### config.mk
export PLATFORM = sky130hd
export DESIGN_NAME = bridge_arbiter_flat
export DESIGN_NICKNAME = d
export VERILOG_FILES = /design/src/rtl/bridge_arbiter_pkg.sv /design/src/rtl/bridge_arbiter_if.sv /design/src/rtl/bridge_arbiter_arb_rr2.sv /design/src/rtl/bridge_arbiter.sv /design/src/flat_wrapper.sv
export SDC_FILE = /design/constraint.sdc
export NUM_CORES = 1
export LEC_CHECK = 0
export BUFFER_PORTS_ARGS = -buffer_cell sky130_fd_sc_hd__buf_4
export CAP_MARGIN = 20
export CELL_PAD_IN_SITES_DETAIL_PLACEMENT = 2
export CELL_PAD_IN_SITES_GLOBAL_PLACEMENT = 2
export CORE_AREA = 2 2 156 158
export CTS_BUF_LIST = sky130_fd_sc_hd__clkbuf_4 sky130_fd_sc_hd__clkbuf_8
export CTS_CLUSTER_DIAMETER = 40
export DETAILED_ROUTE_END_ITERATION = 16
export DIE_AREA = 0 0 158 160
export MAX_ROUTING_LAYER = met4
export PLACE_DENSITY = 0.9
export SYNTH_ARGS = -nofsm -noshare
export SYNTH_HDL_FRONTEND = slang
export SYNTH_SLANG_ARGS = --single-unit
### constraint.sdc
create_clock -name ARB_i_clk -period 3.3 [get_ports ARB_i_clk]
set_input_delay 0.495 -clock ARB_i_clk [delete_from_list [all_inputs] [get_ports ARB_i_clk]]
set_output_delay 0.495 -clock ARB_i_clk [all_outputs]
set_load 0.01 [all_outputs]
### src/rtl/bridge_arbiter_pkg.sv
// Shared types and defaults for the two-master bridge arbiter.
// Holds FSM encoding, window defaults, master indices and the window-hit helper.
package bridge_arbiter_pkg;

    typedef enum logic [1:0] {
        ST_IDLE   = 2'd0,
        ST_ACCESS = 2'd1,
        ST_RESP   = 2'd2
    } state_e;

    localparam logic [31:0] DEV0_BASE_DEF = 32'h0000_7f00;
    localparam logic [31:0] DEV1_BASE_DEF = 32'h0000_7f10;
    localparam logic [31:0] WIN_LAST_DEF  = 32'h0000_000b;

    localparam logic MST_M0 = 1'b0;
    localparam logic MST_M1 = 1'b1;

    // Inclusive window test; subtract after the lower-bound check to avoid wrap.
    function automatic logic in_win(
        input logic [31:0] a,
        input logic [31:0] base,
        input logic [31:0] last
    );
        return (a >= base) && ((a - base) <= last);
    endfunction

endpackage

### src/rtl/bridge_arbiter_if.sv
// Master-request and bridge-side signal bundle for bridge_arbiter.
// slave modport is the arbiter's view; master modport is the requester/bridge view.
interface bridge_arbiter_if;

    logic        ARB_i_M0_Req;
    logic [31:0] ARB_i_M0_Addr;
    logic [31:0] ARB_i_M0_WData;
    logic [3:0]  ARB_i_M0_ByteEnable;
    logic        ARB_i_M0_WEnable;
    logic        ARB_i_M1_Req;
    logic [31:0] ARB_i_M1_Addr;
    logic [31:0] ARB_i_M1_WData;
    logic [3:0]  ARB_i_M1_ByteEnable;
    logic        ARB_i_M1_WEnable;
    logic        ARB_o_M0_Ack;
    logic        ARB_o_M1_Ack;
    logic        ARB_o_Err;
    logic [31:0] ARB_o_RData;
    logic [31:0] ARB_o_BRG_Addr;
    logic [31:0] ARB_o_BRG_WData;
    logic [3:0]  ARB_o_BRG_ByteEnable;
    logic        ARB_o_BRG_WEnable;
    logic [31:0] ARB_i_BRG_RData;

    modport slave (
        input  ARB_i_M0_Req, ARB_i_M0_Addr, ARB_i_M0_WData,
        input  ARB_i_M0_ByteEnable, ARB_i_M0_WEnable,
        input  ARB_i_M1_Req, ARB_i_M1_Addr, ARB_i_M1_WData,
        input  ARB_i_M1_ByteEnable, ARB_i_M1_WEnable,
        input  ARB_i_BRG_RData,
        output ARB_o_M0_Ack, ARB_o_M1_Ack, ARB_o_Err, ARB_o_RData,
        output ARB_o_BRG_Addr, ARB_o_BRG_WData,
        output ARB_o_BRG_ByteEnable, ARB_o_BRG_WEnable
    );

    modport master (
        output ARB_i_M0_Req, ARB_i_M0_Addr, ARB_i_M0_WData,
        output ARB_i_M0_ByteEnable, ARB_i_M0_WEnable,
        output ARB_i_M1_Req, ARB_i_M1_Addr, ARB_i_M1_WData,
        output ARB_i_M1_ByteEnable, ARB_i_M1_WEnable,
        output ARB_i_BRG_RData,
        input  ARB_o_M0_Ack, ARB_o_M1_Ack, ARB_o_Err, ARB_o_RData,
        input  ARB_o_BRG_Addr, ARB_o_BRG_WData,
        input  ARB_o_BRG_ByteEnable, ARB_o_BRG_WEnable
    );

endinterface

### src/rtl/bridge_arbiter_arb_rr2.sv
// Two-way round-robin picker with its last-grant register.
// BRIDGE_ARBITER_FIXED_PRIO_EN: ties always go to M0 and the register is removed.
module arb_rr2
    import bridge_arbiter_pkg::*;
(
    input  logic       clk,
    input  logic       rst_n,
    input  logic [1:0] req,
    input  logic       grant_en,
    output logic [1:0] gnt
);

`ifdef BRIDGE_ARBITER_FIXED_PRIO_EN
    logic unused_ctl;
    assign unused_ctl = ^{clk, rst_n, grant_en};

    always_comb begin
        gnt = 2'b00;
        if (req[0]) gnt = 2'b01;
        else if (req[1]) gnt = 2'b10;
    end
`else
    logic last_q;
    logic last_d;

    always_comb begin
        gnt = 2'b00;
        unique case (req)
            2'b01:   gnt = 2'b01;
            2'b10:   gnt = 2'b10;
            2'b11:   gnt = (last_q == MST_M1) ? 2'b01 : 2'b10;
            default: gnt = 2'b00;
        endcase
    end

    always_comb begin
        last_d = last_q;
        if (grant_en && (|req)) last_d = gnt[1];
    end

    always_ff @(posedge clk or negedge rst_n) begin
        if (!rst_n) last_q <= MST_M1;
        else        last_q <= last_d;
    end
`endif

endmodule

### src/rtl/bridge_arbiter.sv
// Two-master to single-bridge arbiter with fixed IDLE/ACCESS/RESP timing.
// Optional build macro: BRIDGE_ARBITER_FIXED_PRIO_EN (fixed M0 priority).
module bridge_arbiter
    import bridge_arbiter_pkg::*;
#(
    parameter logic [31:0] DEV0_BASE = DEV0_BASE_DEF,
    parameter logic [31:0] DEV1_BASE = DEV1_BASE_DEF,
    parameter logic [31:0] WIN_LAST  = WIN_LAST_DEF
) (
    input  logic             ARB_i_clk,
    input  logic             ARB_i_rst_n,
    bridge_arbiter_if.slave  bus
);

    state_e      state_q, state_d;
    logic [31:0] addr_q, addr_d;
    logic [31:0] wdata_q, wdata_d;
    logic [3:0]  be_q, be_d;
    logic        we_q, we_d;
    logic        hit_q, hit_d;
    logic        win_q, win_d;
    logic [31:0] rdata_q, rdata_d;

    logic [1:0]  req;
    logic [1:0]  gnt;
    logic        grant_en;
    logic [31:0] sel_addr;

    assign req      = {bus.ARB_i_M1_Req, bus.ARB_i_M0_Req};
    assign grant_en = (state_q == ST_IDLE) && (|req);
    assign sel_addr = gnt[1] ? bus.ARB_i_M1_Addr : bus.ARB_i_M0_Addr;

    arb_rr2 u_arb (
        .clk      (ARB_i_clk),
        .rst_n    (ARB_i_rst_n),
        .req      (req),
        .grant_en (grant_en),
        .gnt      (gnt)
    );

    always_ff @(posedge ARB_i_clk or negedge ARB_i_rst_n) begin
        if (!ARB_i_rst_n) state_q <= ST_IDLE;
        else              state_q <= state_d;
    end

    always_comb begin
        state_d = state_q;
        unique case (state_q)
            ST_IDLE:   if (|req) state_d = ST_ACCESS;
            ST_ACCESS: state_d = ST_RESP;
            ST_RESP:   state_d = ST_IDLE;
            default:   state_d = ST_IDLE;
        endcase
    end

    always_comb begin
        addr_d  = addr_q;
        wdata_d = wdata_q;
        be_d    = be_q;
        we_d    = we_q;
        hit_d   = hit_q;
        win_d   = win_q;
        rdata_d = rdata_q;
        if (grant_en) begin
            win_d   = gnt[1];
            addr_d  = sel_addr;
            wdata_d = gnt[1] ? bus.ARB_i_M1_WData : bus.ARB_i_M0_WData;
            be_d    = gnt[1] ? bus.ARB_i_M1_ByteEnable : bus.ARB_i_M0_ByteEnable;
            we_d    = gnt[1] ? bus.ARB_i_M1_WEnable : bus.ARB_i_M0_WEnable;
            hit_d   = in_win(sel_addr, DEV0_BASE, WIN_LAST) ||
                      in_win(sel_addr, DEV1_BASE, WIN_LAST);
        end
        if (state_q == ST_ACCESS) begin
            rdata_d = (hit_q && !we_q) ? bus.ARB_i_BRG_RData : 32'h0;
        end
    end

    always_ff @(posedge ARB_i_clk or negedge ARB_i_rst_n) begin
        if (!ARB_i_rst_n) begin
            addr_q  <= 32'h0;
            wdata_q <= 32'h0;
            be_q    <= 4'h0;
            we_q    <= 1'b0;
            hit_q   <= 1'b0;
            win_q   <= MST_M0;
            rdata_q <= 32'h0;
        end else begin
            addr_q  <= addr_d;
            wdata_q <= wdata_d;
            be_q    <= be_d;
            we_q    <= we_d;
            hit_q   <= hit_d;
            win_q   <= win_d;
            rdata_q <= rdata_d;
        end
    end

    // Outputs decode from state only, so async reset clears them at once.
    always_comb begin
        bus.ARB_o_BRG_Addr       = 32'h0;
        bus.ARB_o_BRG_WData      = 32'h0;
        bus.ARB_o_BRG_ByteEnable = 4'h0;
        bus.ARB_o_BRG_WEnable    = 1'b0;
        bus.ARB_o_M0_Ack         = 1'b0;
        bus.ARB_o_M1_Ack         = 1'b0;
        bus.ARB_o_Err            = 1'b0;
        bus.ARB_o_RData          = 32'h0;
        if (state_q == ST_ACCESS) begin
            bus.ARB_o_BRG_Addr       = addr_q;
            bus.ARB_o_BRG_WData      = wdata_q;
            bus.ARB_o_BRG_ByteEnable = be_q;
            bus.ARB_o_BRG_WEnable    = we_q && hit_q;
        end
        if (state_q == ST_RESP) begin
            bus.ARB_o_M0_Ack = (win_q == MST_M0);
            bus.ARB_o_M1_Ack = (win_q == MST_M1);
            bus.ARB_o_Err    = !hit_q;
            bus.ARB_o_RData  = rdata_q;
        end
    end

endmodule

### src/flat_wrapper.sv
// flat-port wrapper written by rule: the top's interface ports become plain ports
module bridge_arbiter_flat import bridge_arbiter_pkg::*;
#(
    parameter logic [31:0] DEV0_BASE = DEV0_BASE_DEF,
    parameter logic [31:0] DEV1_BASE = DEV1_BASE_DEF,
    parameter logic [31:0] WIN_LAST  = WIN_LAST_DEF
)
  (ARB_i_clk, ARB_i_rst_n, bus_ARB_i_M0_Req, bus_ARB_i_M0_Addr, bus_ARB_i_M0_WData, bus_ARB_i_M0_ByteEnable, bus_ARB_i_M0_WEnable, bus_ARB_i_M1_Req, bus_ARB_i_M1_Addr, bus_ARB_i_M1_WData, bus_ARB_i_M1_ByteEnable, bus_ARB_i_M1_WEnable, bus_ARB_i_BRG_RData, bus_ARB_o_M0_Ack, bus_ARB_o_M1_Ack, bus_ARB_o_Err, bus_ARB_o_RData, bus_ARB_o_BRG_Addr, bus_ARB_o_BRG_WData, bus_ARB_o_BRG_ByteEnable, bus_ARB_o_BRG_WEnable);
  bridge_arbiter_if bus_i ();
  input  logic ARB_i_clk;
  input  logic ARB_i_rst_n;
  input wire logic [$bits(bus_i.ARB_i_M0_Req)-1:0] bus_ARB_i_M0_Req;
  input wire logic [$bits(bus_i.ARB_i_M0_Addr)-1:0] bus_ARB_i_M0_Addr;
  input wire logic [$bits(bus_i.ARB_i_M0_WData)-1:0] bus_ARB_i_M0_WData;
  input wire logic [$bits(bus_i.ARB_i_M0_ByteEnable)-1:0] bus_ARB_i_M0_ByteEnable;
  input wire logic [$bits(bus_i.ARB_i_M0_WEnable)-1:0] bus_ARB_i_M0_WEnable;
  input wire logic [$bits(bus_i.ARB_i_M1_Req)-1:0] bus_ARB_i_M1_Req;
  input wire logic [$bits(bus_i.ARB_i_M1_Addr)-1:0] bus_ARB_i_M1_Addr;
  input wire logic [$bits(bus_i.ARB_i_M1_WData)-1:0] bus_ARB_i_M1_WData;
  input wire logic [$bits(bus_i.ARB_i_M1_ByteEnable)-1:0] bus_ARB_i_M1_ByteEnable;
  input wire logic [$bits(bus_i.ARB_i_M1_WEnable)-1:0] bus_ARB_i_M1_WEnable;
  input wire logic [$bits(bus_i.ARB_i_BRG_RData)-1:0] bus_ARB_i_BRG_RData;
  output wire logic [$bits(bus_i.ARB_o_M0_Ack)-1:0] bus_ARB_o_M0_Ack;
  output wire logic [$bits(bus_i.ARB_o_M1_Ack)-1:0] bus_ARB_o_M1_Ack;
  output wire logic [$bits(bus_i.ARB_o_Err)-1:0] bus_ARB_o_Err;
  output wire logic [$bits(bus_i.ARB_o_RData)-1:0] bus_ARB_o_RData;
  output wire logic [$bits(bus_i.ARB_o_BRG_Addr)-1:0] bus_ARB_o_BRG_Addr;
  output wire logic [$bits(bus_i.ARB_o_BRG_WData)-1:0] bus_ARB_o_BRG_WData;
  output wire logic [$bits(bus_i.ARB_o_BRG_ByteEnable)-1:0] bus_ARB_o_BRG_ByteEnable;
  output wire logic [$bits(bus_i.ARB_o_BRG_WEnable)-1:0] bus_ARB_o_BRG_WEnable;
  assign bus_i.ARB_i_M0_Req = bus_ARB_i_M0_Req;
  assign bus_i.ARB_i_M0_Addr = bus_ARB_i_M0_Addr;
  assign bus_i.ARB_i_M0_WData = bus_ARB_i_M0_WData;
  assign bus_i.ARB_i_M0_ByteEnable = bus_ARB_i_M0_ByteEnable;
  assign bus_i.ARB_i_M0_WEnable = bus_ARB_i_M0_WEnable;
  assign bus_i.ARB_i_M1_Req = bus_ARB_i_M1_Req;
  assign bus_i.ARB_i_M1_Addr = bus_ARB_i_M1_Addr;
  assign bus_i.ARB_i_M1_WData = bus_ARB_i_M1_WData;
  assign bus_i.ARB_i_M1_ByteEnable = bus_ARB_i_M1_ByteEnable;
  assign bus_i.ARB_i_M1_WEnable = bus_ARB_i_M1_WEnable;
  assign bus_i.ARB_i_BRG_RData = bus_ARB_i_BRG_RData;
  assign bus_ARB_o_M0_Ack = bus_i.ARB_o_M0_Ack;
  assign bus_ARB_o_M1_Ack = bus_i.ARB_o_M1_Ack;
  assign bus_ARB_o_Err = bus_i.ARB_o_Err;
  assign bus_ARB_o_RData = bus_i.ARB_o_RData;
  assign bus_ARB_o_BRG_Addr = bus_i.ARB_o_BRG_Addr;
  assign bus_ARB_o_BRG_WData = bus_i.ARB_o_BRG_WData;
  assign bus_ARB_o_BRG_ByteEnable = bus_i.ARB_o_BRG_ByteEnable;
  assign bus_ARB_o_BRG_WEnable = bus_i.ARB_o_BRG_WEnable;
  bridge_arbiter #(.DEV0_BASE(DEV0_BASE), .DEV1_BASE(DEV1_BASE), .WIN_LAST(WIN_LAST)) u_core (.ARB_i_clk(ARB_i_clk), .ARB_i_rst_n(ARB_i_rst_n), .bus(bus_i));
endmodule
Word-level counts from Yosys, hierarchy flattened --
Index checks and enable logic that the tools add are counted.
Storage, ports and cells: word-level logic and storage cells 50, RAM bits 0, memories 0, register bits 106, memory bits (read-only) 0, output and inout bits 104, input bits 174, bits in latches 0
Operators by class: divide/modulo/power cells 0, bitwise logic cells 1, $add $sub $neg 2, order comparisons 4, multipliers 0, shift-type cells 0, multiplexer cells 17, equal/unequal tests 6, reductions and logical operators 11
Operator list (count):
- 32-bit 2-to-1 mux | 6
- 32-bit by 15-bit greater-or-equal comparator with 1-bit output (second input constant) | 2
- 32-bit by 4-bit <= comparator with 1-bit output (second input constant) | 2
- 32-bit by 15-bit subtractor with 32-bit output (second input constant) | 2
- 4-bit 2-to-1 mux | 2
- 2-bit == test (second input constant) | 3
- 1-bit logical AND | 6
- 2-bit case mux with 3 select lines | 1
- 1-bit 2-to-1 mux | 5
- 2-bit by 1-bit == test with 1-bit output (second input constant) | 2
- 2-bit 2-to-1 mux | 2
- 2-bit case mux with 2 select lines | 1
- 1-bit zero test | 2
- 2-bit zero test | 1
- 2-bit inequality test (second input constant) | 1
- 2-bit OR reduction | 1
- 1-bit logical OR | 1
- 1-bit inverter | 1

Longest topological paths before layout --
Gate-level depths: netlist of run 1.
depth after elaboration 7, gate-level depth with buffers 11, mapped depth without buffers 9

Hierarchy --
From an unflattened synthesis of run 1, not the netlist that was laid out.
Unflattened totals: cells, all modules 617, area, all modules 5886.9 um^2
Modules (own cells, without submodules):
- bridge_arbiter | cells each 611, instances 1, seq. area each 2627.5 um^2, area an instance 5830.6 um^2
- arb_rr2 | cells each 6, instances 1, seq. area each 26.3 um^2, area an instance 56.3 um^2

Least setup slack after synthesis of run 1 --
No wires, ideal clock.
kind input to register, from input bus_ARB_i_M1_Req, to register u_core.hit_q, data arrival time 2.473 ns, setup slack 0.761 ns, setup time 0.066 ns, stages on the path 9, buffers on the path 1, data required time 3.234 ns, cells stage by stage a21bo_1 -> buf_6 -> nand4b_1 -> a211oi_4 -> nand3b_2 -> or3b_4 -> or3b_1 -> o211ai_1 -> a31o_1
Between the ends: word-level cells in the longest chain between the ends 7, elaborated cells on any way between the ends 16, classes of those cells add/sub: 2; order compare: 4; eq/ne: 3; mux: 2; reduce/logical: 5
Ends and longest elaborated chain:
- start: declaration | line flat_wrapper.sv:17 | input wire logic [$bits(bus_i.ARB_i_M1_Req)-1:0] bus_ARB_i_M1_Req;
- 2-bit == test / 2-bit by 1-bit == test with 1-bit output (equally long branches) | line bridge_arbiter_arb_rr2.sv:28 | unique case (req)
- 2-bit case mux with 3 select lines | line bridge_arbiter_arb_rr2.sv:28
- 32-bit 2-to-1 mux | line bridge_arbiter.sv:31 | assign sel_addr = gnt[1] ? bus.ARB_i_M1_Addr : bus.ARB_i_M0_Addr;
- 32-bit by 15-bit subtractor with 32-bit output | line bridge_arbiter_pkg.sv:24 | return (a >= base) && ((a - base) <= last);
- 32-bit by 4-bit <= comparator with 1-bit output | line bridge_arbiter_pkg.sv:24
- 1-bit logical AND | line bridge_arbiter_pkg.sv:24
- 1-bit logical OR | line bridge_arbiter.sv:70 | hit_d = in_win(sel_addr, DEV0_BASE, WIN_LAST) ||
- end signal: assignment | line bridge_arbiter.sv:92 | hit_q <= hit_d;
- end: declaration | line bridge_arbiter.sv:20 | logic hit_q, hit_d;
Parallel ways exist; a longest one is shown, timed or not. A chain may end at the register's enable or synchronous reset.

Final worst setup path of run 1 --
from register u_core.u_arb.last_q, to register u_core.hit_q
Between the ends: word-level cells in the longest chain between the ends 7, elaborated cells on any way between the ends 12, classes of those cells add/sub: 2; order compare: 4; mux: 3; reduce/logical: 3
Ends and longest elaborated chain:
- start: declaration | line bridge_arbiter_arb_rr2.sv:23 | logic last_q;
- start signal: assignment | line bridge_arbiter_arb_rr2.sv:43 | else last_q <= last_d;
- 2-bit 2-to-1 mux (*) | line bridge_arbiter_arb_rr2.sv:31 | 2'b11: gnt = (last_q == MST_M1) ? 2'b01 : 2'b10;
- 2-bit case mux with 3 select lines (*) | line bridge_arbiter_arb_rr2.sv:28
- 32-bit 2-to-1 mux (*) | line bridge_arbiter.sv:31
- 32-bit by 15-bit subtractor with 32-bit output | line bridge_arbiter_pkg.sv:24
- 32-bit by 4-bit <= comparator with 1-bit output | line bridge_arbiter_pkg.sv:24
- 1-bit logical AND | line bridge_arbiter_pkg.sv:24
- 1-bit logical OR (*) | line bridge_arbiter.sv:70
Every way passes the cells marked *; elsewhere a longest branch is shown, timed or not.

==> results of run 1 <==
state kept, by name, summed over array words and instances, names as in the netlist:
register             cells
u_core.hit_q             1
u_core.rdata_q          32
u_core.win_q             1
u_core.we_q              1
u_core.state_q           2
u_core.wdata_q          32
u_core.u_arb.last_q      1
u_core.be_q              4
u_core.addr_q           32
stage by stage:
step                      setup WS [ns]  hold slack, ns   util  std cells
after floorplan                   0.761           0.199      -        746
after global placement            0.343           0.454  0.367       1317
after detailed placement          0.180           0.472  0.367       1317
after CTS                         0.379          0.0903  0.375       1333
after global routing             0.0915           0.109  0.375       1334
final                             0.314          0.0953  0.375       1334
per-layer routing:
| layer | GRT usage | share of wire | vias to the layer above |
|---|---|---|---|
| met2 | 0.379 | 0.50 | 239 |
| met1 | 0.280 | 0.42 | 3375 |
| met4 | 0.0549 | 0.018 | 0 |
| met5 | - | 0 | - |
| met3 | 0.0385 | 0.059 | 28 |
| li1 | - | - | 3119 |
cells in the final DEF, fill, tap and decap left out, types with 4 or more instances in the layout:
cell / n
a21oi_1: 10
a22o_1: 33
a31oi_1: 57
and2_1: 101
buf_4: 297
clkbuf_8: 10
dfrtp_1: 105
mux2_2: 5
mux2i_1: 18
nand2_1: 143
nand3_1: 10
nand3b_1: 4
nand4_1: 7
nor2_1: 79
nor3_1: 14
nor4_1: 11
o21ai_0: 21
or4_1: 4
xnor2_1: 6
power by group through the flow:
stage	clock network [mW]	logic [mW]	registers (mW)
CTS	0.851	2.99	2.00
detailed placement	0	2.98	2.03
finish	0.809	2.94	2.00
floorplan	0	1.61	1.93
global route	0.894	3.25	2.06
global placement	0	2.88	1.99
synthesized netlist by cell type (4+ instances only):
cell / count / share of area
nor2_1: 80 / 0.048
mux2i_1: 18 / 0.029
dfrtp_1: 105 / 0.42
a21oi_1: 10 / 0.0080
nand3_1: 10 / 0.0080
and2_1: 101 / 0.10
mux2_2: 5 / 0.0090
nor4_1: 11 / 0.011
nand2_1: 143 / 0.086
xnor2_1: 6 / 0.0084
nand4_1: 7 / 0.0070
nand3b_1: 4 / 0.0048
or4_1: 4 / 0.0048
inv_1: 4 / 0.0024
o21ai_0: 21 / 0.017
clkbuf_1: 47 / 0.028
nor3_1: 14 / 0.011
a31oi_1: 57 / 0.057
a22o_1: 33 / 0.046
cell families after synthesis:
| kind of cell | share of synthesized area |
|---|---|
| AND/OR/NAND/NOR | 0.312 |
| AO/OA/AOI/OAI | 0.176 |
| flip-flops | 0.424 |
| buffers and inverters | 0.0360 |
| multiplexers | 0.0402 |
| XOR/XNOR | 0.0112 |
worst max-delay path, delay by kind of cell (launching register included):
family / cells / cell delay [ns]
compound gates: 3 / 0.52
flops: 1 / 0.60
mux: 1 / 0.39
simple gates: 4 / 1.40
worst paths after layout:
kind | to | slack (ns) | startpoint | cells past startpoint
hold / removal | u_core.rdata_q[23] | 0.1 | ARB_i_rst_n | 1
setup reg to reg | u_core.hit_q | 0.31 | u_core.u_arb.last_q | 8
min in group ARB_i_clk | u_core.rdata_q[21] | 0.33 | bus_ARB_i_BRG_RData[21] | 2
setup / recovery | u_core.hit_q | 0.31 | u_core.u_arb.last_q | 8
hold reg to reg | u_core.addr_q[14] | 0.49 | u_core.addr_q[14] | 2
max in group asynchronous | u_core.addr_q[20] | 2.37 | ARB_i_rst_n | 2
cell type report:
class | count | area share
sequential | 106 | 0.297
antenna | 1 | 0.000280
timing repair buffer | 299 | 0.254
multi-input combinational | 583 | 0.380
clock buffer | 10 | 0.0154
inverter | 5 | 0.00224
clock inverter | 6 | 0.00560
tap | 324 | 0.0454
==> metrics.cfg, run 1 <==
[outcome]
status=completed

[layout]
num-fill-cells=2767
drive_gt1_frac=0.334
final-seq-area_sq_um=2650
stdcell_area_sq_um=8940
multiInputGateArea_sq_um=3400
syn_to_final_growth_pct=42.8
fin_nets=1178

[flow_run]
maxCapViolCount=0

[sta]
min_period_ns=2.99
skew_ns=0.0196
finalHoldViolations=0
max_slew.worst_pin.slew_ns=0.786
maxSlewHeadroom=0.476
fin_crit_sh=0.905
setup_viol=0
drv_slew=0
max_freq_ghz=0.335
rsz0062_at_grt=false
fin_setup_tns_ns=0

[power_and_ir_drop]
clkPwrFrac=0.141
power_frac_comb=0.512
netSwitchingPower_mw=2.44
p_leak_nw=4.22
cell_internal_pwr_mw=3.30
seqPwrFrac=0.347
ir_drop_v=0.000235
power.total_mw=5.75
p_sw_frac=0.425
power.density_nw_per_um2=643

[synth]
synth_cells=746
synth_cell_types=65
ys_warn_count=0
synth_edf_count=0
synth_fp_nets=920
synth_seq_cells=106
synthesis.area_sq_um=6260
async_flop_share=1.00
synth-main-ff-cell=dfrtp_1
ys_seq_area_frac=0.424
syn_area_per_cell_sq_um=8.39

[drt]
wl_microns=27900
drtPass1Iterations=7
avgRoutedWirePerCell_microns=20.9
ant_nets=0
dr.first_iter.drc_count=350
drc=0
routed_via_density=5.07
vias=6761

[clock_tree]
post_cts_buffers=0
ctsResizeCount=0
clk_latency_ns=0.38
htree_num_levels=3
cts_root_buffer=clkbuf_8
ctsHoldBuffers=0
cts_tree=done
numCtsBuffers=9
clkTransAtPathRegs_ns=0.12
clock-sinks=106
clk_path_buf_depth=2

[setup_path]
path_cells=a21boi_4 > nor4_1 > or2_0 > mux2_2 > nor4_1 > nand4_1 > o41ai_1 > a31o_1
worst-setup-path-type=flop to flop
end_kind=flop
cp.arrival_ns=3.30
start_kind=flop
cp_slowest_stage_delay_ns=0.60
critPathSlowestCell=dfstp_2
cpMostUsedCell=nor4_1
required_ns=3.61
worst-path-max-fanout=10

[global_route]
grt_use_total=0.225
grt_overflow=0
antenna_found_initial=1
grt_start_max_net_pins=74
grt_pass1_vias=7339
grt_pass1_wl_microns=42900

[worst_hold_path]
hold_path.class=input port to async pin

[floorplan]
die-area_sq_um=25300
start_util=0.263
die_w_microns=158
num_rows=57
die_h_microns=160
fp.coreArea_sq_um=23800
io_pins=278

[placement]
hpwlAfterDp_microns=21700
place.gp.congestion=0.878
detailed_place.area_sq_um=8750
portBuffers=277

No activity file was read; power rests on OpenSTA's default activity.
==> run 2: changes to the inputs <==
Settings changed: CTS_CLUSTER_DIAMETER 40 to not set, PLACE_DENSITY 0.9 to not set, PLACE_DENSITY_LB_ADDON set to 0.15.
==> run 2 against run 1 <==
Net effect:
- worst hold slack got worse by 0.024 ns
- count of clock-buffer cells in the layout decreased by 1
- wire length shrank 4.2%
- first-iteration DRC count fell by 19%
- largest cell class unchanged
==> metrics.cfg, run 2 (synthesis gave the netlist of run 1 again) <==
[drt]
routed_via_density=4.97  ; -2.0%
vias=6635  ; -1.9%
dr.first_iter.drc_count=283  ; -19%
drc=0  ; unchanged
wl_microns=26700  ; -4.2%
drtPass1Iterations=4  ; -3
ant_nets=0  ; unchanged
avgRoutedWirePerCell_microns=20.0  ; -4.3%

[global_route]
grt_pass1_wl_microns=41600  ; -3.0%
grt_pass1_vias=7065  ; -3.7%
grt_start_max_net_pins=62  ; -16%
grt_use_total=0.219  ; -0.00634
antenna_found_initial=0  ; -1
grt_overflow=0  ; unchanged

[sta]
setup_viol=0  ; unchanged
maxSlewHeadroom=0.593  ; +0.117
min_period_ns=3.06  ; +0.0698 ns
max_slew.worst_pin.slew_ns=0.611  ; -0.176 ns
finalHoldViolations=0  ; unchanged
fin_setup_tns_ns=0  ; unchanged
max_freq_ghz=0.327  ; -2.3%
fin_crit_sh=0.926  ; +0.0211
fin_ws_ns=0.244  ; -0.0698 ns
skew_ns=0.0137  ; -0.00594 ns
drv_slew=0  ; unchanged
rsz0062_at_grt=false

[setup_path]
worst-setup-path-type=flop to flop
start_kind=flop
end_kind=flop
required_ns=3.63  ; +0.02 ns
worst-path-max-fanout=30  ; +20
cp.arrival_ns=3.39  ; +0.09 ns
r2r_cells=8  ; unchanged

[layout]
stdcell_area_sq_um=8970  ; +0.34%
fin_cells=1336  ; +0.15%
fin_nets=1181  ; +0.25%
diodes=0  ; -1
final_common_cell=buf_4
layout_common_cells=buf_4 (300), nand2_1 (143), dfrtp_1 (105)
drive_gt1_frac=0.337  ; +0.00296
largestRegisters=u_core.addr_q (32), u_core.rdata_q (32), u_core.wdata_q (32)
syn_to_final_growth_pct=43.3

[clock_tree]
clk_latency_ns=0.39  ; about the same
clk_path_buf_depth=2  ; unchanged
numCtsBuffers=9  ; unchanged
post_cts_buffers=0  ; unchanged
ctsResizeCount=0  ; unchanged
clock-sinks=106  ; unchanged
clkTransAtPathRegs_ns=0.12  ; about the same
htree_num_levels=3  ; unchanged
cts_root_buffer=clkbuf_8
ctsHoldBuffers=0  ; unchanged
cts_tree=done

[flow_run]
maxCapViolCount=0  ; unchanged

[power_and_ir_drop]
ir_drop_v=0.000290  ; +23%
clkPwrFrac=0.148  ; +0.007
seqPwrFrac=0.342  ; -0.005
cell_internal_pwr_mw=3.30  ; -0.11%
p_sw_frac=0.425  ; about the same
p_leak_nw=4.23  ; +0.33%
power.density_nw_per_um2=640  ; -0.44%
power_frac_comb=0.510  ; -0.002
netSwitchingPower_mw=2.44  ; -0.11%

[worst_hold_path]
hold_path.class=input port to async pin

[floorplan]
start_util=0.263  ; unchanged
die_h_microns=160  ; unchanged
die-area_sq_um=25300  ; unchanged
fp.coreArea_sq_um=23800  ; unchanged
io_pins=278  ; unchanged
num_rows=57  ; unchanged
die_w_microns=158  ; unchanged

[placement]
portBuffers=277  ; unchanged
place.gp.congestion=0.871  ; -0.76%
hpwlAfterDp_microns=20500  ; -5.5%
pre_cts_ws_ns=0.178  ; -0.00144 ns
dp.cells=1320  ; +0.23%
detailed_place.area_sq_um=8770  ; +0.29%

[outcome]
status=completed

-- run 2: through the flow --
| stage | util | power, mW | hold WS, ns |
|---|---|---|---|
| finish | 0.377 | 5.74 | 0.0715 |
| global route | 0.377 | 6.25 | 0.0893 |
| CTS | 0.377 | 5.87 | 0.0795 |
| detailed placement | 0.368 | 5.00 | 0.466 |
| global placement | 0.368 | 4.92 | 0.457 |
| floorplan | - | 3.54 | 0.199 |
-- run 2: final cells by class --
type	count	area (sq um)
sequential	106	2650
inverter	5	20.0
clock buffer	9	124
clock inverter	7	71.3
fill	2765	14900
timing repair buffer	302	2290
tap	324	405
multi-input combinational	583	3400
-- run 2: worst paths after layout --
| check | slack [ns] | startpoint | end |
|---|---|---|---|
| worst max-delay path | 0.24 | u_core.u_arb.last_q | u_core.hit_q |
| min in group ARB_i_clk | 0.31 | bus_ARB_i_BRG_RData[8] | u_core.rdata_q[8] |
| worst max register to register | 0.24 | u_core.u_arb.last_q | u_core.hit_q |
| max in group asynchronous | 2.46 | ARB_i_rst_n | u_core.u_arb.last_q |
| worst min register to register | 0.49 | u_core.addr_q[27] | u_core.addr_q[27] |
| worst min-delay path | 0.07 | ARB_i_rst_n | u_core.rdata_q[11] |
-- run 2: worst max-delay path: stages, from the launching register on --
cell	delay (ns)
dfstp_2	0.60
a21bo_4	0.43
nand4b_1	0.32
a211oi_4	0.44
nand3b_2	0.13
or3b_4	0.42
or3b_1	0.38
o211ai_1	0.11
a31o_1	0.16
-- run 2: layer usage --
| layer | routed length, microns | global-route usage | vias to the layer above |
|---|---|---|---|
| met3 | 1550 | 0.0312 | 31 |
| li1 | - | - | 3132 |
| met5 | 0 | - | - |
| met1 | 11900 | 0.288 | 3261 |
| met2 | 12700 | 0.349 | 211 |
| met4 | 590 | 0.0667 | 0 |
-- run 2: power groups by stage --
stage / logic (mW) / clock network [mW] / registers, mW
4_1_cts: 3.00 / 0.894 / 1.97
3_3_place_gp: 2.94 / 0 / 1.98
5_1_grt: 3.28 / 0.938 / 2.03
2_1_floorplan: 1.61 / 0 / 1.93
6_report: 2.93 / 0.849 / 1.96
3_5_place_dp: 2.99 / 0 / 2.00
==> run 3: changes to the inputs <==
Settings changed: GPL_TIMING_DRIVEN set to 0, PLACE_DENSITY set to 0.86, PLACE_DENSITY_LB_ADDON 0.15 to not set.
==> run 3 against run 2 <==
Net effect:
- final cell count up 1.9%
- wire length grew 10%
- cell area increased by 0.33%
- count of clock-buffer cells in the layout is 1 higher
- die area did not move
- fmax fell by 4.3%
- sequential cell count unchanged
- non-clock buffer count grew 27
- global-route usage increased by 1.6 points
- utilization increased by 0.13 points
- register-to-register slack got worse by 0.14 ns
==> metrics.cfg, run 3 (synthesis gave the netlist of run 1 again) <==
[setup_path]
required_ns=3.62  ; about the same
path_cells=a21boi_2 > clkbuf_1 > mux2i_1 > and3_1 > o22ai_1 > nor4_1 > nand4_1 > o41ai_1 > a31o_1
r2r_slack_ns=0.11  ; -0.14 ns
cp.arrival_ns=3.52  ; +0.13 ns
cp_slowest_stage_delay_ns=0.60  ; about the same
critPathSlowestCell=mux2i_1
start_kind=flop
worst_path_dominant_cell_family=compound AO/OA/AOI/OAI gates
worst-setup-path-type=flop to flop
critPathBufInv=1  ; +1
r2r-start=u_core.u_arb.last_q
reg2reg_to=u_core.hit_q
r2r_cells=9  ; +1
end_kind=flop
worst-path-max-fanout=10  ; -67%

[floorplan]
die_h_microns=160  ; unchanged
num_rows=57  ; unchanged
io_pins=278  ; unchanged
die_w_microns=158  ; unchanged
die-area_sq_um=25300  ; unchanged
start_util=0.263  ; unchanged
fp.coreArea_sq_um=23800  ; unchanged

[placement]
hpwlAfterDp_microns=23900  ; +16%
place.gp.congestion=0.900  ; +3.3%
dp.cells=1348  ; +2.1%
detailed_place.area_sq_um=8770  ; about the same
portBuffers=277  ; unchanged

[global_route]
grt_start_max_net_pins=60  ; -3.2%
grt_overflow=0  ; unchanged
grt_pass1_wl_microns=44000  ; +5.8%
antenna_found_initial=0  ; unchanged
grt_pass1_vias=7519  ; +6.4%
grt_use_total=0.235  ; +0.0162

[power_and_ir_drop]
ir_drop_v=0.000232  ; -20%
power.density_nw_per_um2=666  ; +4.1%
p_leak_nw=4.20  ; -0.70%

[sta]
max_slew.worst_pin.slew_ns=0.703  ; +0.0928 ns
skew_ns=0.0214  ; +0.00774 ns
finalHoldViolations=0  ; unchanged
rsz0062_at_grt=false
maxSlewHeadroom=0.531  ; -0.0619
drv_slew=0  ; unchanged
min_period_ns=3.19  ; +0.136 ns
max_freq_ghz=0.313  ; -4.3%
setup_viol=0  ; unchanged
fin_crit_sh=0.967  ; +0.0413

[layout]
diodes=0  ; unchanged
final-seq-area_sq_um=2650  ; unchanged
largestRegisters=u_core.addr_q (32), u_core.rdata_q (32), u_core.wdata_q (32)
fin_nets=1208  ; +2.3%
stdcell_area_sq_um=9000  ; +0.33%
layout_common_cells=buf_4 (278), nand2_1 (143), dfrtp_1 (105)
utilization=0.378  ; +0.00126
final_common_cell=buf_4
fin_cells=1362  ; +1.9%
drive_gt1_frac=0.304  ; -0.0325
syn_to_final_growth_pct=43.8
num-fill-cells=2787  ; +0.80%
multiInputGateArea_sq_um=3380  ; -0.55%

[drt]
drc=0  ; unchanged
routed_via_density=5.08  ; +2.3%
avgRoutedWirePerCell_microns=21.6  ; +7.9%
ant_nets=0  ; unchanged
drtPass1Iterations=4  ; unchanged
wl_microns=29400  ; +10%
dr.first_iter.drc_count=315  ; +11%
vias=6921  ; +4.3%

[clock_tree]
htree_num_levels=3  ; unchanged
cts_tree=done
numCtsBuffers=9  ; unchanged
cts_root_buffer=clkbuf_8
ctsHoldBuffers=0  ; unchanged
clkTransAtPathRegs_ns=0.12  ; about the same
clock-sinks=106  ; unchanged
clk_latency_ns=0.39  ; about the same
clk_path_buf_depth=2  ; unchanged

[outcome]
status=completed

[worst_hold_path]
hold_path.class=input port to async pin

[flow_run]
maxCapViolCount=0  ; unchanged

-- run 3: cell count changes in the layout (fill, tap and decap cells not counted), sizes merged --
cell	before	now
clkbuf	9	56
inv	8	6
buf	302	283
clkinvlp	2	0
bufinv	0	2
-- run 3: power breakdown --
group / internal [mW] / switching [mW] / total [mW]
clock network: 0.452 / 0.500 / 0.952
registers: 1.76 / 0.234 / 1.99
logic: 1.24 / 1.81 / 3.05
-- run 3: worst max-delay path by stage --
stage                   startpoint           endpoint  slack, ns  depth (start not counted)
6_report       u_core.u_arb.last_q       u_core.hit_q       0.11                          9
3_5_place_dp      bus_ARB_i_M1_Req  u_core.addr_q[10]      -0.40                         10
2_1_floorplan     bus_ARB_i_M1_Req       u_core.hit_q       0.76                          9
5_1_grt        u_core.u_arb.last_q       u_core.hit_q       0.03                         10
4_1_cts        u_core.u_arb.last_q       u_core.hit_q       0.07                         10
3_3_place_gp      bus_ARB_i_M1_Req   u_core.addr_q[8]      -0.37                         10
-- run 3: repair_timing --
action / 4_1_cts / 5_1_grt
gates resized for setup: 0 / 5
endpoints found under the setup margin: 11 / 2
setup buffers: 0 / 0
hold endpoints to repair: 0 / 0
-- run 3: routing by layer --
metal  global-route usage  share of wire
met1                0.265           0.39
met2                0.416           0.51
met3               0.0393          0.066
met4               0.0831          0.027
met5                    -              0
-- run 3: through the flow --
stage	TNS [ns]	total power, mW	hold slack [ns]	worst slack (ns)
finish	0	5.99	0.123	0.107
global route	0	6.42	0.160	0.0268
CTS	0	6.07	0.143	0.0689
detailed placement	-3.94	5.13	0.468	-0.397
global placement	-3.54	4.98	0.460	-0.375
floorplan	0	3.54	0.199	0.761
-- run 3: area by class of cell --
cell class	count	share of cell area
plain buffers	51	0.0229
repair buffers	278	0.234
inverters	5	0.00209
clock buffers	10	0.0153
well taps	324	0.0451
clock inverters	5	0.00959
flip-flops and latches	106	0.295
multi-input cells	583	0.376
